File: src/rtl/inst_loader.sv
// Boot loader: parses SYNC/count/payload/checksum frames from a byte stream,
// writes 32-bit words to instruction memory and gates the core reset.
module inst_loader #(
    parameter int         ADDR_WIDTH = 12,
    parameter logic [7:0] SYNC_BYTE  = 8'hA5,
    parameter int         TIMEOUT    = 100000
) (
    input  logic                  clk,
    input  logic                  rst_n,
    input  logic [7:0]            rx_data_i,
    input  logic                  rx_valid_i,
    output logic                  rx_ready_o,
    output logic                  mem_we_o,
    output logic [ADDR_WIDTH-1:0] mem_addr_o,
    output logic [31:0]           mem_wdata_o,
    output logic                  core_rst_n_o,
    output logic                  load_done_o,
    output logic                  load_err_o,
    output logic                  busy_o
);

    localparam int          TMO_W     = $clog2(TIMEOUT + 1);
    localparam logic [31:0] MAX_WORDS = 32'd1 << ADDR_WIDTH;

    typedef enum logic [2:0] {IDLE, CNT_LO, CNT_HI, DATA, CSUM, DONE, ERR} state_t;

    state_t              state;
    logic [7:0]          cnt_lo;
    logic [15:0]         word_cnt;
    logic [ADDR_WIDTH:0] word_idx;   // one extra bit so a full 2**ADDR_WIDTH frame never wraps
    logic [1:0]          byte_idx;
    logic [23:0]         word_buf;
    logic [7:0]          csum;
    logic [TMO_W-1:0]    tmo_cnt;
    logic                accept;
    logic [15:0]         n_in;
    logic                last_word;

    assign accept    = rx_valid_i && rx_ready_o;
    assign n_in      = {rx_data_i, cnt_lo};
    assign last_word = (32'(word_idx) + 32'd1) == 32'(word_cnt);

    always_ff @(posedge clk) begin
        if (!rst_n) begin
            state        <= IDLE;
            rx_ready_o   <= 1'b0;
            mem_we_o     <= 1'b0;
            mem_addr_o   <= '0;
            mem_wdata_o  <= '0;
            core_rst_n_o <= 1'b0;
            load_done_o  <= 1'b0;
            load_err_o   <= 1'b0;
            busy_o       <= 1'b0;
            cnt_lo       <= '0;
            word_cnt     <= '0;
            word_idx     <= '0;
            byte_idx     <= '0;
            word_buf     <= '0;
            csum         <= '0;
            tmo_cnt      <= '0;
        end else begin
            rx_ready_o <= 1'b1;
            mem_we_o   <= 1'b0;

            if (accept)
                tmo_cnt <= '0;
            else if (busy_o)
                tmo_cnt <= tmo_cnt + 1'b1;

            case (state)
                IDLE, DONE, ERR: begin
                    if (accept && rx_data_i == SYNC_BYTE) begin
                        state        <= CNT_LO;
                        busy_o       <= 1'b1;
                        load_done_o  <= 1'b0;
                        load_err_o   <= 1'b0;
                        core_rst_n_o <= 1'b0;
                        word_idx     <= '0;
                        byte_idx     <= '0;
                        csum         <= '0;
                    end
                end
                CNT_LO: begin
                    if (accept) begin
                        cnt_lo <= rx_data_i;
                        state  <= CNT_HI;
                    end
                end
                CNT_HI: begin
                    if (accept) begin
                        word_cnt <= n_in;
                        if (32'(n_in) > MAX_WORDS) begin
                            state      <= ERR;
                            busy_o     <= 1'b0;
                            load_err_o <= 1'b1;
                        end else if (n_in == 16'd0) begin
                            state <= CSUM;
                        end else begin
                            state <= DATA;
                        end
                    end
                end
                DATA: begin
                    if (accept) begin
                        csum     <= csum ^ rx_data_i;
                        byte_idx <= byte_idx + 2'd1;
                        case (byte_idx)
                            2'd0:    word_buf[7:0]   <= rx_data_i;
                            2'd1:    word_buf[15:8]  <= rx_data_i;
                            2'd2:    word_buf[23:16] <= rx_data_i;
                            default: begin
                                mem_we_o    <= 1'b1;
                                mem_addr_o  <= word_idx[ADDR_WIDTH-1:0];
                                mem_wdata_o <= {rx_data_i, word_buf};
                                word_idx    <= word_idx + 1'b1;
                                if (last_word)
                                    state <= CSUM;
                            end
                        endcase
                    end
                end
                CSUM: begin
                    if (accept) begin
                        busy_o <= 1'b0;
                        if (rx_data_i == csum) begin
                            state        <= DONE;
                            load_done_o  <= 1'b1;
                            core_rst_n_o <= 1'b1;
                        end else begin
                            state      <= ERR;
                            load_err_o <= 1'b1;
                        end
                    end
                end
                default: state <= IDLE;
            endcase

            // A byte on the expiry edge wins: the timeout only fires on a silent edge.
            if (busy_o && !accept && tmo_cnt == TMO_W'(TIMEOUT - 1)) begin
                state      <= ERR;
                busy_o     <= 1'b0;
                load_err_o <= 1'b1;
            end
        end
    end

endmodule
File: config.mk
export PLATFORM = sky130hd
export DESIGN_NAME = inst_loader
export DESIGN_NICKNAME = d
export VERILOG_FILES = /design/src/rtl/inst_loader.sv
export SDC_FILE = /design/constraint.sdc
export NUM_CORES = 1
export LEC_CHECK = 0
export BUFFER_PORTS_ARGS = -buffer_cell sky130_fd_sc_hd__clkbuf_2
export CORE_MARGIN = 2
export CORE_UTILIZATION = 25
export CTS_CLUSTER_SIZE = 30
export DETAILED_ROUTE_END_ITERATION = 7
export GPL_ROUTABILITY_DRIVEN = 1
export SYNTH_ARGS = -nofsm -noshare
export SYNTH_HDL_FRONTEND = slang
export SYNTH_SLANG_ARGS = --single-unit
File: constraint.sdc
create_clock -name clk -period 3.4 [get_ports clk]
set_input_delay 0.51 -clock clk [delete_from_list [all_inputs] [get_ports clk]]
set_output_delay 0.51 -clock clk [all_outputs]
set_load 0.01 [all_outputs]
==> run_results.csv, run 1 <==
group,metric,value,unit
outcome,status,"completed",
drt,wl_per_cell,13.8,µm
power_and_ir_drop,p_seq_frac,0.443,
synthesis,seq_area_frac_synth,0.434,
cts,root_buffer,"clkbuf_16",
cts,clockBufferDepth,2,
run,maxCapViolCount,0,
synthesis,syn_area_per_cell,8.12,µm²
drt,vias,5369,
critical_path,arrival,3380,ps
sta,min_period,3070,ps
critical_path,r2r_cells,9,
power_and_ir_drop,p_int,2.86,mW
cts,post_cts_resized,0,
drt,first_pass_iters,5,
die,row_count,58,
global_route,gr-total-overflow,0,
sta,setup_viol,0,
cts,cts_hold_buffers,0,
final_layout,fillers,2721,
sta,fin_setup_tns,0,ps
critical_path,slowest_delay,510,ps
power_and_ir_drop,pwr-share-clk,0.520,
cts,cts_buffers,17,
sta,rsz0062_at_grt,"no",
synthesis,ys_seq_elements,140,
critical_path,critPathSlowestCell,"dfxtp_1",
die,fp.coreArea,0.0253,mm²
place,placed_area,0.00706,mm²
cts,cts_num_sinks,140,
sta,hold_ws,461,ps
critical_path,path_cells,"ha_1, nand3_1, nor3_1, xnor2_1, a2111oi_0, nand4_1, o31ai_4, a21boi_2, o31a_1",
worst_hold_path,hold_start,"word_buf[21]",
power_and_ir_drop,ir_drop,0.231,mV
die,die_width,165,µm
final_layout,layout-drive-gt1-share,0.144,
global_route,grt_max_degree,49,
drt,drt_iter0_drc,381,
place,gp_congestion,0.818,
synthesis,async_reset_ff_frac,0,
drt,drc_errors,0,
final_layout,final_area,0.00767,mm²
sta,hold_viol,0,
critical_path,end_kind,"flip-flop",
critical_path,critPathRequiredTime,3710,ps
sta,max_freq,0.326,GHz
drt,via_per_inst,4.58,
critical_path,rrSetupSlack,330,ps
critical_path,r2r-end,"state[2]",
place,io_buffers,60,
place,dp_worst_setup_slack,379,ps
cts,path_clk_slew,60,ps
critical_path,timing.critical_path.from,"word_idx[0]",
synthesis,synth_flop_cell,"dfxtp_1",
die,die_area,0.0272,mm²
synthesis,synthCells,796,
critical_path,r2r_start,"word_idx[0]",
power_and_ir_drop,p_leak,2.65,nW
critical_path,path_max_fanout,7,
place,placed_cells,1141,
global_route,first_global_vias,4896,
final_layout,layout.nets,847,
critical_path,crit_path_end,"state[2]",
final_layout,antenna_cells,0,
die,initial_core_util,0.256,
die,dieHeight,165,µm
drt,final_antenna_net_count,0,
power_and_ir_drop,swShare,0.233,
cts,cts_tree,"yes",
final_layout,final_cells,1173,
power_and_ir_drop,p_per_area,486,mW/mm²
die,ioPinCount,61,
sta,drv_slew,0,
critical_path,criticalPathCategory,"flip-flop to flip-flop",
final_layout,final_util,0.304,
global_route,grt_pass1_wl,26100,µm
synthesis,synth.distinct_cells,54,
sta,fin_ws,334,ps
final_layout,area_growth,18.7,%
sta,worstMarginPinSlew,874,ps
sta,slew_headroom,0.417,
final_layout,final_cell_mix,"nand2_1 (182), dfxtp_1 (140), a21boi_0 (90), clkbuf_2 (60), nor2_1 (48)",
power_and_ir_drop,power_switching,869,µW
place,dp_hpwl,10800,µm
synthesis,synth-edff-count,0,
critical_path,cp-start-kind,"flip-flop",
final_layout,mostFrequentLayoutCell,"nand2_1",
power_and_ir_drop,combinationalPowerShare,0.037,
synthesis,synth_area,0.00646,mm²
global_route,antenna_found_initial,0,
synthesis,yosys_warnings,0,
cts,htreeDepth,4,
drt,drt-total-wl,16100,µm
synthesis,syn_nets,813,
cts,postCtsSetupBuffers,0,
power_and_ir_drop,power,3.73,mW
sta,post-route-period-util,0.902,
worst_hold_path,hold_class,"flip-flop to flip-flop",
sta,clock_skew,7.54,ps
cts,insertion_delay,420,ps
global_route,grt_usage,0.122,
-- worst min-delay path by stage --
stage / endpoint / slack (ps) / cells past startpoint
4_1_cts: word_buf[21] / 470 / 2
3_3_place_gp: word_buf[21] / 450 / 2
2_1_floorplan: mem_wdata_o[10] / 440 / 2
5_1_grt: word_buf[21] / 480 / 2
3_5_place_dp: word_buf[21] / 460 / 2
6_report: word_buf[21] / 460 / 2
-- cell usage after synthesis, types with 2 or more instances --
library cell  count  share of area
o21ai_0          26          0.020
nor3b_1           2         0.0023
o211ai_1          2         0.0023
xor2_1           15          0.020
a21boi_0         90           0.10
nor3_1           12         0.0093
and2_2            2         0.0023
clkbuf_1         54          0.031
a21o_1            2         0.0023
nand3_1          37          0.029
nand4_1          14          0.014
nand2_1         182           0.11
nand3b_1          3         0.0035
o211a_1           3         0.0046
xnor2_1          25          0.034
mux2i_1          13          0.020
a31oi_1           5         0.0048
buf_2             5         0.0039
nor4_1            8         0.0077
o21a_1            2         0.0023
nor4b_1           2         0.0027
and3_1            7         0.0068
or3_1             4         0.0039
dfxtp_1         140           0.43
ha_1              6          0.012
and2_1            8         0.0077
nand2b_1          2         0.0019
inv_1             8         0.0046
mux2_2            2         0.0035
a21oi_1          21          0.016
nor2b_1          23          0.022
nor2_1           49          0.028
-- cell type report --
cell class                 count  area (µm²)  area share
clock buffer                  17         425      0.0554
timing repair buffer          76         420      0.0548
tap                          330         413      0.0538
multi-input combinational    587        3390       0.442
sequential                   140        2800       0.365
inverter                       8        30.0     0.00391
clock inverter                15         188      0.0245
-- worst max-delay path: cells and delay by family (launching register included) --
family | cells | cell delay (ps)
flip-flops | 1 | 510
XOR/XNOR | 1 | 120
AND/OR/NAND/NOR | 3 | 860
AO/OA/AOI/OAI | 4 | 1160
adder cells (fa/ha/maj) | 1 | 290
-- state kept, by name, indices dropped and copies added, names as in the netlist --
signal	count
mem_wdata_o	32
word_buf	24
tmo_cnt	17
word_cnt	16
word_idx	13
mem_addr_o	12
cnt_lo	8
csum	8
state	3
byte_idx	2
busy_o	1
load_done_o	1
load_err_o	1
mem_we_o	1
rx_ready_o	1
-- cells by family after synthesis --
kind of cell | count (synthesis) | synth area share
AO/OA/AOI/OAI | 164 | 0.177
flip-flops | 140 | 0.434
multiplexers | 15 | 0.0236
XOR/XNOR | 40 | 0.0542
AND/OR/NAND/NOR | 362 | 0.258
adder cells (fa/ha/maj) | 6 | 0.0116
buffers and inverters | 69 | 0.0416
-- power by group through the flow --
stage / Clock [mW] / Combinational (mW) / Sequential [mW]
4_1_cts: 1.98 / 0.138 / 1.65
6_report: 1.94 / 0.138 / 1.65
3_3_place_gp: 0 / 0.137 / 1.69
5_1_grt: 2.05 / 0.150 / 1.65
2_1_floorplan: 0 / 0.0945 / 1.69
3_5_place_dp: 0 / 0.137 / 1.69
-- routing by layer --
metal | share of wire | vias to the layer above | routed length [µm] | GRT usage
li1 | - | 2762 | - | -
met1 | 0.49 | 2482 | 7980 | 0.176
met2 | 0.43 | 117 | 7010 | 0.175
met3 | 0.062 | 8 | 1000 | 0.0309
met4 | 0.0092 | 0 | 148 | 0.0431
met5 | 0 | - | 0 | 0
(Power assumes the default switching activity.)
==> run 2, diff against run 1 <==
--- a/config.mk
+++ b/config.mk
@@ -11,6 +11,7 @@
 export CTS_CLUSTER_SIZE = 30
 export DETAILED_ROUTE_END_ITERATION = 7
 export GPL_ROUTABILITY_DRIVEN = 1
+export PLACE_DENSITY = 0.38
 export SYNTH_ARGS = -nofsm -noshare
 export SYNTH_HDL_FRONTEND = slang
 export SYNTH_SLANG_ARGS = --single-unit
==> constraint.sdc (replaced) <==
create_clock -name clk -period 3.4 [get_ports clk]
set_input_delay 0.68 -clock clk [delete_from_list [all_inputs] [get_ports clk]]
set_output_delay 0.68 -clock clk [all_outputs]
set_load 0.01 [all_outputs]
==> run_results.csv, run 2 (synthesis results as in run 1) <==
group,metric,value,unit
global_route,gr-total-overflow,0,
critical_path,critPathRequiredTime,3710,ps
die,fp.coreArea,0.0253,mm²
sta,setup_viol,0,
worst_hold_path,hold_class,"flip-flop to flip-flop",
final_layout,top_register,"mem_wdata_o",
place,gp_congestion,0.773,
final_layout,final_cells,1174,
sta,worstMarginPinSlew,709,ps
global_route,antenna_found_initial,0,
cts,clockBufferDepth,2,
drt,drc_errors,0,
sta,clock_skew,9.79,ps
critical_path,cp-start-kind,"flip-flop",
sta,fin_setup_tns,0,ps
place,io_buffers,60,
drt,final_antenna_net_count,0,
place,dp_hpwl,12000,µm
drt,vias,5377,
final_layout,fillers,2728,
global_route,first_global_vias,5188,
cts,root_buffer,"clkbuf_16",
cts,htreeDepth,4,
cts,insertion_delay,420,ps
worst_hold_path,hold_start,"mem_wdata_o[17]",
final_layout,largest_register_ffs,32,
cts,cts_num_sinks,140,
sta,max_freq,0.327,GHz
drt,via_per_inst,4.58,
cts,path_clk_slew,60,ps
power_and_ir_drop,p_per_area,469,mW/mm²
global_route,grt_usage,0.142,
critical_path,r2r_start,"word_idx[0]",
critical_path,cp_top_family,"compound AO/OA/AOI/OAI gates",
final_layout,layout.nets,850,
sta,post-route-period-util,0.900,
die,dieHeight,165,µm
sta,min_period,3060,ps
cts,postCtsSetupBuffers,0,
final_layout,top_regs,"mem_wdata_o x32, word_buf x24, tmo_cnt x17",
critical_path,rrSetupSlack,340,ps
sta,hold_ws,462,ps
critical_path,path_cells,"ha_1, nand3_1, nor3_1, xnor2_1, a2111oi_0, nand4_1, o31ai_4, a21boi_2, o31a_1",
place,dp_worst_setup_slack,399,ps
sta,rsz0062_at_grt,"no",
sta,fin_ws,341,ps
sta,drv_slew,0,
die,initial_core_util,0.256,
outcome,status,"completed",
drt,first_pass_iters,4,
drt,wl_per_cell,15.7,µm
die,ioPinCount,61,
final_layout,final_cell_mix,"nand2_1 (181), dfxtp_1 (140), a21boi_0 (90), clkbuf_2 (59), nor2_1 (48)",
critical_path,criticalPathCategory,"flip-flop to flip-flop",
sta,hold_viol,0,
die,die_area,0.0272,mm²
critical_path,slowest_delay,510,ps
global_route,grt_max_degree,123,
die,row_count,58,
global_route,grt_pass1_wl,29500,µm
critical_path,end_kind,"flip-flop",
drt,drt-total-wl,18400,µm
final_layout,mostFrequentLayoutCell,"nand2_1",
critical_path,path_buf_inv,0,
power_and_ir_drop,ir_drop,0.226,mV
cts,cts_buffers,17,
die,die_width,165,µm
critical_path,arrival,3370,ps
final_layout,seqCellArea,0.00280,mm²
final_layout,area_growth,18.9,%
critical_path,critPathSlowestCell,"dfxtp_1",
run,maxCapViolCount,0,
final_layout,multi_input_area,0.00340,mm²
cts,cts_hold_buffers,0,
drt,drt_iter0_drc,319,
sta,slew_headroom,0.526,
final_layout,antenna_cells,0,
place,placed_cells,1144,
cts,cts_tree,"yes",
cts,post_cts_resized,0,
critical_path,path_max_fanout,7,
final_layout,layout-drive-gt1-share,0.146,
power_and_ir_drop,p_leak,2.66,nW
critical_path,timing.critical_path.from,"word_idx[0]",
-- run 2: cell count changes in the layout (fill, tap and decap cells not counted), moves of 2 or more --
| cell | before | now |
|---|---|---|
| buf_12 | 0 | 3 |
| bufinv_16 | 3 | 1 |
| clkbuf_8 | 0 | 3 |
| clkinv_2 | 2 | 4 |
| inv_6 | 3 | 1 |
-- run 2: worst register-to-register path, cell delays in order (launching register included) --
cell and delay (ps):
dfxtp_1 510, ha_1 310, nand3_1 250, nor3_1 420, xnor2_1 130, a2111oi_0 430, nand4_1 200, o31ai_4 360
a21boi_2 90, o31a_1 240
-- run 2: area by class of cell --
type,count,area share
Multi-Input combinational cell,587,0.442
Sequential cell,140,0.365
Timing Repair Buffer,79,0.0625
Clock buffer,20,0.0607
Tap cell,330,0.0537
Clock inverter,10,0.0121
Inverter,8,0.00391
-- run 2: stage by stage --
stage               utilization  area, µm²  total power, mW
floorplan                     -       6460             1.78
global placement          0.282       7120             1.84
detailed placement        0.282       7120             1.84
CTS                       0.304       7680             3.67
global route              0.304       7680             3.73
finish                    0.304       7680             3.60
-- run 2: worst paths after layout --
| path | endpoint | cells after the start |
|---|---|---|
| min | mem_wdata_o[17] | 2 |
| max | state[2] | 9 |
| max reg2reg | state[2] | 9 |
| min reg2reg | mem_wdata_o[17] | 2 |
-- run 2: metal layers --
layer / routed length, µm / share of wire / vias up / track usage
met5: 0 / 0 / - / 0
met4: 267 / 0.015 / 0 / 0.0458
met3: 694 / 0.038 / 16 / 0.0246
met2: 7790 / 0.42 / 91 / 0.214
met1: 9650 / 0.52 / 2517 / 0.204
li1: - / - / 2753 / -
-- run 2: where the power goes --
group	total (mW)	leakage (nW)	switching [mW]	internal (mW)
clock network	1.80	0.278	0.745	1.06
logic	0.146	1.26	0.0924	0.0540
registers	1.65	1.13	0.00836	1.65
==> run 3, diff against run 2 <==
--- a/config.mk
+++ b/config.mk
@@ -11,7 +11,7 @@
 export CTS_CLUSTER_SIZE = 30
 export DETAILED_ROUTE_END_ITERATION = 7
 export GPL_ROUTABILITY_DRIVEN = 1
-export PLACE_DENSITY = 0.38
+export PLACE_DENSITY = 0.41
 export SYNTH_ARGS = -nofsm -noshare
 export SYNTH_HDL_FRONTEND = slang
 export SYNTH_SLANG_ARGS = --single-unit
==> run_results.csv, run 3 (synthesis results as in run 1) <==
group,metric,value,unit
global_route,grt_pass1_wl,28900,µm
drt,first_pass_iters,4,
die,die_area,0.0272,mm²
sta,hold_viol,0,
cts,root_buffer,"clkbuf_16",
critical_path,end_kind,"flip-flop",
critical_path,arrival,3430,ps
drt,drt-total-wl,17700,µm
place,io_buffers,60,
global_route,first_global_vias,5199,
global_route,grt_max_degree,56,
final_layout,layout-drive-gt1-share,0.146,
power_and_ir_drop,p_seq_frac,0.427,
critical_path,critPathSlowestCell,"dfxtp_1",
die,dieHeight,165,µm
sta,slew_headroom,0.543,
die,fp.coreArea,0.0253,mm²
run,maxCapViolCount,0,
final_layout,mostFrequentLayoutCell,"nand2_1",
cts,insertion_delay,420,ps
critical_path,slowest_delay,520,ps
final_layout,antenna_cells,0,
drt,wl_per_cell,15.0,µm
sta,fin_setup_tns,0,ps
sta,setup_viol,0,
sta,worstMarginPinSlew,684,ps
sta,clock_skew,12.1,ps
power_and_ir_drop,swShare,0.217,
die,row_count,58,
cts,htreeDepth,4,
global_route,gr-total-overflow,0,
cts,cts_tree,"yes",
cts,cts_num_sinks,140,
power_and_ir_drop,power,3.87,mW
final_layout,layout.nets,851,
cts,postCtsSetupBuffers,0,
sta,rsz0062_at_grt,"no",
sta,fin_ws,275,ps
worst_hold_path,holdPathEnd,"mem_wdata_o[0]",
global_route,antenna_found_initial,0,
sta,min_period,3130,ps
drt,drc_errors,0,
cts,cts_hold_buffers,0,
drt,drt_iter0_drc,334,
final_layout,top_register,"mem_wdata_o",
worst_hold_path,hold_start,"mem_wdata_o[0]",
cts,clockBufferDepth,2,
cts,post_cts_resized,0,
cts,path_clk_slew,60,ps
global_route,grt_usage,0.137,
worst_hold_path,min_delay_path_depth,2,
sta,max_freq,0.320,GHz
final_layout,final_cell_mix,"nand2_1 (181), dfxtp_1 (140), a21boi_0 (90), clkbuf_2 (59), nor2_1 (48)",
place,dp_worst_setup_slack,238,ps
critical_path,criticalPathCategory,"flip-flop to flip-flop",
final_layout,largest_register_ffs,32,
critical_path,r2r_start,"word_idx[0]",
place,placed_cells,1145,
critical_path,path_max_fanout,7,
outcome,status,"completed",
cts,cts_buffers,17,
critical_path,cp-start-kind,"flip-flop",
critical_path,rrSetupSlack,270,ps
power_and_ir_drop,p_per_area,499,mW/mm²
critical_path,path_cells,"ha_1, nand3_1, nor3_1, xnor2_1, a2111oi_1, nand4_1, o31ai_4, a21boi_2, o31a_1",
drt,final_antenna_net_count,0,
die,initial_core_util,0.256,
critical_path,r2r_cells,9,
die,ioPinCount,61,
final_layout,top_regs,"mem_wdata_o x32, word_buf x24, tmo_cnt x17",
power_and_ir_drop,p_leak,2.70,nW
sta,drv_slew,0,
final_layout,final_cells,1175,
worst_hold_path,hold_class,"flip-flop to flip-flop",
drt,via_per_inst,4.56,
power_and_ir_drop,power_switching,838,µW
place,dp_hpwl,12100,µm
power_and_ir_drop,p_int,3.03,mW
power_and_ir_drop,ir_drop,0.272,mV
drt,vias,5362,
final_layout,area_growth,20.0,%
critical_path,critPathRequiredTime,3710,ps
die,die_width,165,µm
power_and_ir_drop,combinationalPowerShare,0.035,
place,gp_congestion,0.755,
critical_path,r2r-end,"state[2]",
sta,post-route-period-util,0.919,
power_and_ir_drop,pwr-share-clk,0.538,
[run 3: worst max-delay path by stage]
stage,from,to,cells after the start
2_1_floorplan,word_idx[0],state[1],10
3_3_place_gp,word_idx[0],state[2],9
3_5_place_dp,word_idx[0],state[2],9
4_1_cts,word_idx[0],state[2],9
5_1_grt,word_idx[0],state[1],9
6_report,word_idx[0],state[2],9
[run 3: routing by layer]
layer / routed length, µm / global-route usage / vias up
met5: 0 / 0 / -
met4: 138 / 0.0360 / 0
met3: 661 / 0.0291 / 7
met2: 7850 / 0.208 / 76
met1: 9030 / 0.195 / 2518
li1: - / - / 2761
[run 3: worst max-delay path, delay by kind of cell (launching register included)]
family                     cells  cell delay [ps]
adders and majority gates      1              310
xor gates and xnor gates       1              120
and+or+nand+nor                3              880
AOI/OAI and AO/OA              4             1170
DFF                            1              520
[run 3: stage by stage]
step / utilization / hold WS (ps) / area, µm²
after floorplan: - / 441 / 6460
after global placement: 0.281 / 451 / 7110
after detailed placement: 0.281 / 458 / 7110
after CTS: 0.307 / 466 / 7750
after global routing: 0.307 / 475 / 7750
final: 0.307 / 460 / 7750
[run 3: layout make-up]
type / instances / area [µm²]
clock buffers: 20 / 457
inverters: 8 / 30.0
multi-input cells: 587 / 3400
flip-flops and latches: 140 / 2800
fillers: 2800 / 17500
repair buffers: 80 / 463
well taps: 330 / 413
clock inverters: 10 / 189
[run 3: power groups by stage]
stage | clock (mW) | combinational [mW] | sequential (mW)
after floorplan | 0 | 0.0945 | 1.69
after global placement | 0 | 0.141 | 1.69
after detailed placement | 0 | 0.140 | 1.69
after CTS | 2.14 | 0.140 | 1.65
after global routing | 2.21 | 0.152 | 1.65
final | 2.08 | 0.137 | 1.65
